===== src/rtl/multi_delay.sv =====
// Multi-channel programmable delay/period generator: NCH independent counters,
// each in periodic or one-shot mode, with a shared period-load port and overrun flagging.

module multi_delay_ch #(
    parameter int CBITS = 13,
    parameter int N_DEF = 7500
) (
    input  logic             clk,
    input  logic             rst,
    input  logic             en,
    input  logic             oneshot,
    input  logic             start,
    input  logic             ld,
    input  logic [CBITS-1:0] ld_val,
    input  logic             err_clr,
    output logic             sig,
    output logic             flg,
    output logic             err,
    output logic             run
);

    typedef enum logic {IDLE, RUN} state_t;

    state_t           state, state_nxt;
    logic [CBITS-1:0] cnt, cnt_nxt;
    logic [CBITS-1:0] p;
    logic             err_set;

    always_comb begin
        state_nxt = state;
        cnt_nxt   = cnt;
        err_set   = 1'b0;
        if (!en) begin
            state_nxt = IDLE;
            cnt_nxt   = '0;
        end else begin
            case (state)
                IDLE: begin
                    if (!oneshot || start) begin
                        state_nxt = RUN;
                        cnt_nxt   = '0;
                    end
                end
                RUN: begin
                    // increment only below P, so the counter can never wrap
                    if (cnt < p) begin
                        cnt_nxt = cnt + 1'b1;
                    end else begin
                        cnt_nxt = '0;
                        if (cnt == p) begin
                            if (oneshot)
                                state_nxt = IDLE;
                        end else begin
                            err_set = 1'b1;
                        end
                    end
                end
                default: state_nxt = IDLE;
            endcase
        end
    end

    always_ff @(posedge clk or posedge rst) begin
        if (rst) begin
            state <= IDLE;
            cnt   <= '0;
            p     <= CBITS'(N_DEF);
            err   <= 1'b0;
        end else begin
            state <= state_nxt;
            cnt   <= cnt_nxt;
            if (ld)
                p <= ld_val;
            // a new overrun beats a simultaneous clear
            if (err_set)
                err <= 1'b1;
            else if (err_clr)
                err <= 1'b0;
        end
    end

    assign run = (state == RUN);
    assign sig = run && (cnt == p);
    assign flg = run && (cnt < p);

endmodule

module multi_delay #(
    parameter int NCH   = 4,
    parameter int CBITS = 13,
    parameter int N_DEF = 7500,
    parameter int CHW   = 2
) (
    input  logic             clk,
    input  logic             rst,
    input  logic [NCH-1:0]   en,
    input  logic [NCH-1:0]   oneshot,
    input  logic [NCH-1:0]   start,
    input  logic             ld,
    input  logic [CHW-1:0]   ld_ch,
    input  logic [CBITS-1:0] ld_val,
    input  logic [NCH-1:0]   err_clr,
    output logic [NCH-1:0]   sig,
    output logic [NCH-1:0]   flg,
    output logic [NCH-1:0]   err,
    output logic             busy
);

    logic [NCH-1:0] run;

    // ld_ch values at or above NCH match no channel and are dropped
    for (genvar g = 0; g < NCH; g++) begin : g_ch
        multi_delay_ch #(
            .CBITS (CBITS),
            .N_DEF (N_DEF)
        ) u_ch (
            .clk     (clk),
            .rst     (rst),
            .en      (en[g]),
            .oneshot (oneshot[g]),
            .start   (start[g]),
            .ld      (ld && (ld_ch == CHW'(g))),
            .ld_val  (ld_val),
            .err_clr (err_clr[g]),
            .sig     (sig[g]),
            .flg     (flg[g]),
            .err     (err[g]),
            .run     (run[g])
        );
    end

    assign busy = |run;

endmodule


===== config.mk =====
export PLATFORM = sky130hd
export DESIGN_NAME = multi_delay
export DESIGN_NICKNAME = d
export VERILOG_FILES = /design/src/rtl/multi_delay.sv
export SDC_FILE = /design/constraint.sdc
export NUM_CORES = 1
export LEC_CHECK = 0
export BUFFER_PORTS_ARGS = -buffer_cell sky130_fd_sc_hd__buf_2
export CAP_MARGIN = 30
export CORE_ASPECT_RATIO = 1.25
export CORE_MARGIN = 2
export CORE_UTILIZATION = 63
export CTS_BUF_LIST = sky130_fd_sc_hd__clkbuf_4
export CTS_CLUSTER_SIZE = 10
export DETAILED_ROUTE_END_ITERATION = 12
export GPL_TIMING_DRIVEN = 0
export PLACE_DENSITY = 0.94
export SLEW_MARGIN = 20
export SYNTH_ARGS = -nofsm -noshare
export SYNTH_HDL_FRONTEND = slang
export SYNTH_SLANG_ARGS = --single-unit

===== constraint.sdc =====
create_clock -name clk -period 4.6 [get_ports clk]
set_input_delay 0.69 -clock clk [delete_from_list [all_inputs] [get_ports clk]]
set_output_delay 0.69 -clock clk [all_outputs]
set_load 0.01 [all_outputs]

==> impl_metrics.ini <==
[outcome]
status = finished, final reports clean

[floorplanning]
die_h_um = 116
die_w_um = 93.7
dieArea_sq_um = 10900
initial_core_util_pct = 65.3
core_sq_um = 9710
boundaryPins = 47
rows = 40

[yosys]
ys.flop_type = dfrtp_1
muxShareOfSynthArea_pct = 8.23
synthCells = 638
syn_avg_cell_area_sq_um = 9.94
synthXorXnorAreaFrac_pct = 3.45
synth_top_family_by_area = simple AND/OR/NAND/NOR gates
synthSimpleGateAreaFrac_pct = 17.1
yosys.cell_types.count = 52
synth_edf_count = 0
ys_seq_area_share_pct = 44.8
yosys_warnings = 0
syn-num-nets = 728
syn-cell-area_sq_um = 6340
synth_compound_area_share_pct = 9.30
ys_async_sr_fraction_pct = 100
synth_seq_cells = 112
synthAdderAreaFrac_pct = 11.1

[global_route]
top_usage_layer = met2
grt_max_degree = 84
grt_pass1_vias = 5263
grt.overflow.total = 0
grt_usage_pct = 29.2
globalRouteMet2Util_pct = 53.4
grt_pass1_wl_mm = 24.8
use_met3_pct = 3.74
antenna_found_initial = 1
use_met1_pct = 32.9

[sta]
period_share_pct = 78.9
finalHoldViolCount = 0
fin_crit_ns = 3.63
fin_skew_ns = 0.0151
setup_viol_count_final = 0
tightestPinTransition_ns = 0.789
rsz0062_at_grt = no
setup_tns_ns = 0
slew_headroom_pct = 47.3
clock.fmax_ghz = 0.276
drv_slew = 0
fin_ws_ns = 0.971

[cts]
ctsLongestPathBuffers = 2
clk_latency_ns = 0.49
hold_buffers = 0
cts.clk_slew.worst_paths_ns = 0.18
cts_root_buf = clkbuf_4
cts_setup_buffers = 0
cts.sink_count = 112
cts_made_buffers = 9
cts_max_level = 3
ctsResizeCount = 0
cts_tree = done

[worst_setup_path]
crit_type = flip-flop to primary output
r2r_start = g_ch[1].u_ch.p[3]$_DFFE_PP1P_
required_ns = 3.91
critPathCaptureType = primary output
cp-start-kind = flip-flop
path_max_fanout = 4
critPathArrivalTime_ns = 2.94
critPathLaunch = g_ch[3].u_ch.p[3]$_DFFE_PP1P_

[flow_run]
max_cap_violations = 0

[power]
worst_ir_drop_vdd_mv = 0.139
p_per_area_nw_per_um2 = 296
p_leak_nw = 3.30
finalPower_mw = 2.04

[placement]
dp_slack_ns = 1.62
place_area_sq_um = 6760
port_buffers = 46
dp_hpwl_mm = 11.0
dp.cells = 811
gp_congestion = 0.871

[final_layout]
final_nets = 786
syn_to_final_growth_pct = 8.84
design_area_sq_um = 6900
drive_gt1_share_pct = 21.4
instances_no_fill = 828

[routing]
drc = 0
drtIter0Drc = 377
vias = 5066
wl_per_cell_um = 17.9
avgViaCountPerCell = 6.12
drtAntennaViolNets = 0
first_pass_iters = 5
wl_mm = 14.8

[hold_path]
min_path_type = primary input to asynchronous set/reset pin
[cell type report]
cell class	instances	area, sq um
Antenna cell	1	2.50
Buffer	23	134
Clock buffer	9	67.6
Clock inverter	7	70.1
Fill cell	671	2810
Inverter	68	260
Multi-Input combinational cell	435	3110
Sequential cell	112	2840
Tap cell	126	158
Timing Repair Buffer	47	258
[cell usage after synthesis (all sizes together), types with 4 or more instances]
cell type   n  area share [%]
a21o        5            0.59
a21oi      31             2.4
a22o        4            0.55
a31oi       6            0.59
and2       10            0.99
and3       14             1.4
buf        18             1.8
clkbuf      5            0.30
dfrtp      84              33
dfstp      28              12
ha         56              11
inv        68             4.0
mux2       41             7.3
mux2i       6            0.95
nand2      52             3.1
nand2b      5            0.49
nand3      33             2.6
nand4      20             2.0
nor2       44             2.6
nor3        9            0.71
nor3b       4            0.47
nor4        5            0.69
o21ai      27             2.1
o31ai       4            0.47
xnor2       8             1.1
xor2       17             2.3
[per-layer routing]
metal	routed length, um	up-vias
met5	0	-
met4	678	0
met3	651	60
met2	7830	181
met1	5680	2484
li1	-	2341
[kinds of logic (layout without fill, tap and decap cells)]
kind of cell,after synthesis,in the layout
xor+xnor,25,25
compound gates,95,95
other cells,0,1
simple gates,212,212
fa+ha+maj,56,56
buf+inv,91,154
flops,112,112
mux,47,47
[flip-flops by register name, summed over array words and instances (netlist names)]
register	flops
g_ch.u_ch.cnt	52
g_ch.u_ch.run	4
g_ch.u_ch.err	4
g_ch.u_ch.p	52
[where the power goes]
group          switching [mW]  internal (mW)
Combinational           0.205          0.157
Clock                   0.342          0.167
Sequential             0.0582           1.11
[path summary, 6_finish.rpt]
kind	depth (start not counted)	to	slack, ns
max in group asynchronous	3	g_ch[1].u_ch.p[10]$_DFFE_PP1P_	3.72
min in group clk	2	g_ch[3].u_ch.err$_DFFE_PP0P_	0.37
worst min register to register	2	g_ch[0].u_ch.p[2]$_DFFE_PP1P_	0.53
worst max-delay path	9	flg[3]	0.97
worst max register to register	9	g_ch[1].u_ch.cnt[12]$_DFFE_PP0P_	1.89
worst min-delay path	2	g_ch[3].u_ch.cnt[8]$_DFFE_PP0P_	0.14
[per-stage QoR]
stage / util, % / hold slack (ns)
6_report: 71.1 / 0.142
5_1_grt: 71.1 / 0.145
4_1_cts: 71.0 / 0.148
3_5_place_dp: 69.6 / 0.494
3_3_place_gp: 69.3 / 0.488
2_1_floorplan: - / 0.468
[critical path, cell delays in order (launching register included)]
cell and delay [ns]:
dfstp_2 0.56, inv_1 0.04, ha_1 0.32, a21oi_1 0.19
a21boi_0 0.11, o31a_1 0.35, nor4_1 0.48, and2_1 0.20
buf_4 0.09, buf_2 0.11
[placed cells by master (no fill, tap or decap), drive strengths merged, types with 5 or more instances in the layout]
cell,n
a21o,5
a21oi,31
a31oi,6
and2,10
and3,14
buf,65
clkbuf,14
dfrtp,84
dfstp,28
ha,56
inv,70
mux2,41
mux2i,6
nand2,52
nand2b,5
nand3,33
nand4,20
nor2,44
nor3,9
nor4,5
o21ai,27
xnor2,8
xor2,17
No activity file was read; power rests on OpenSTA's default activity.
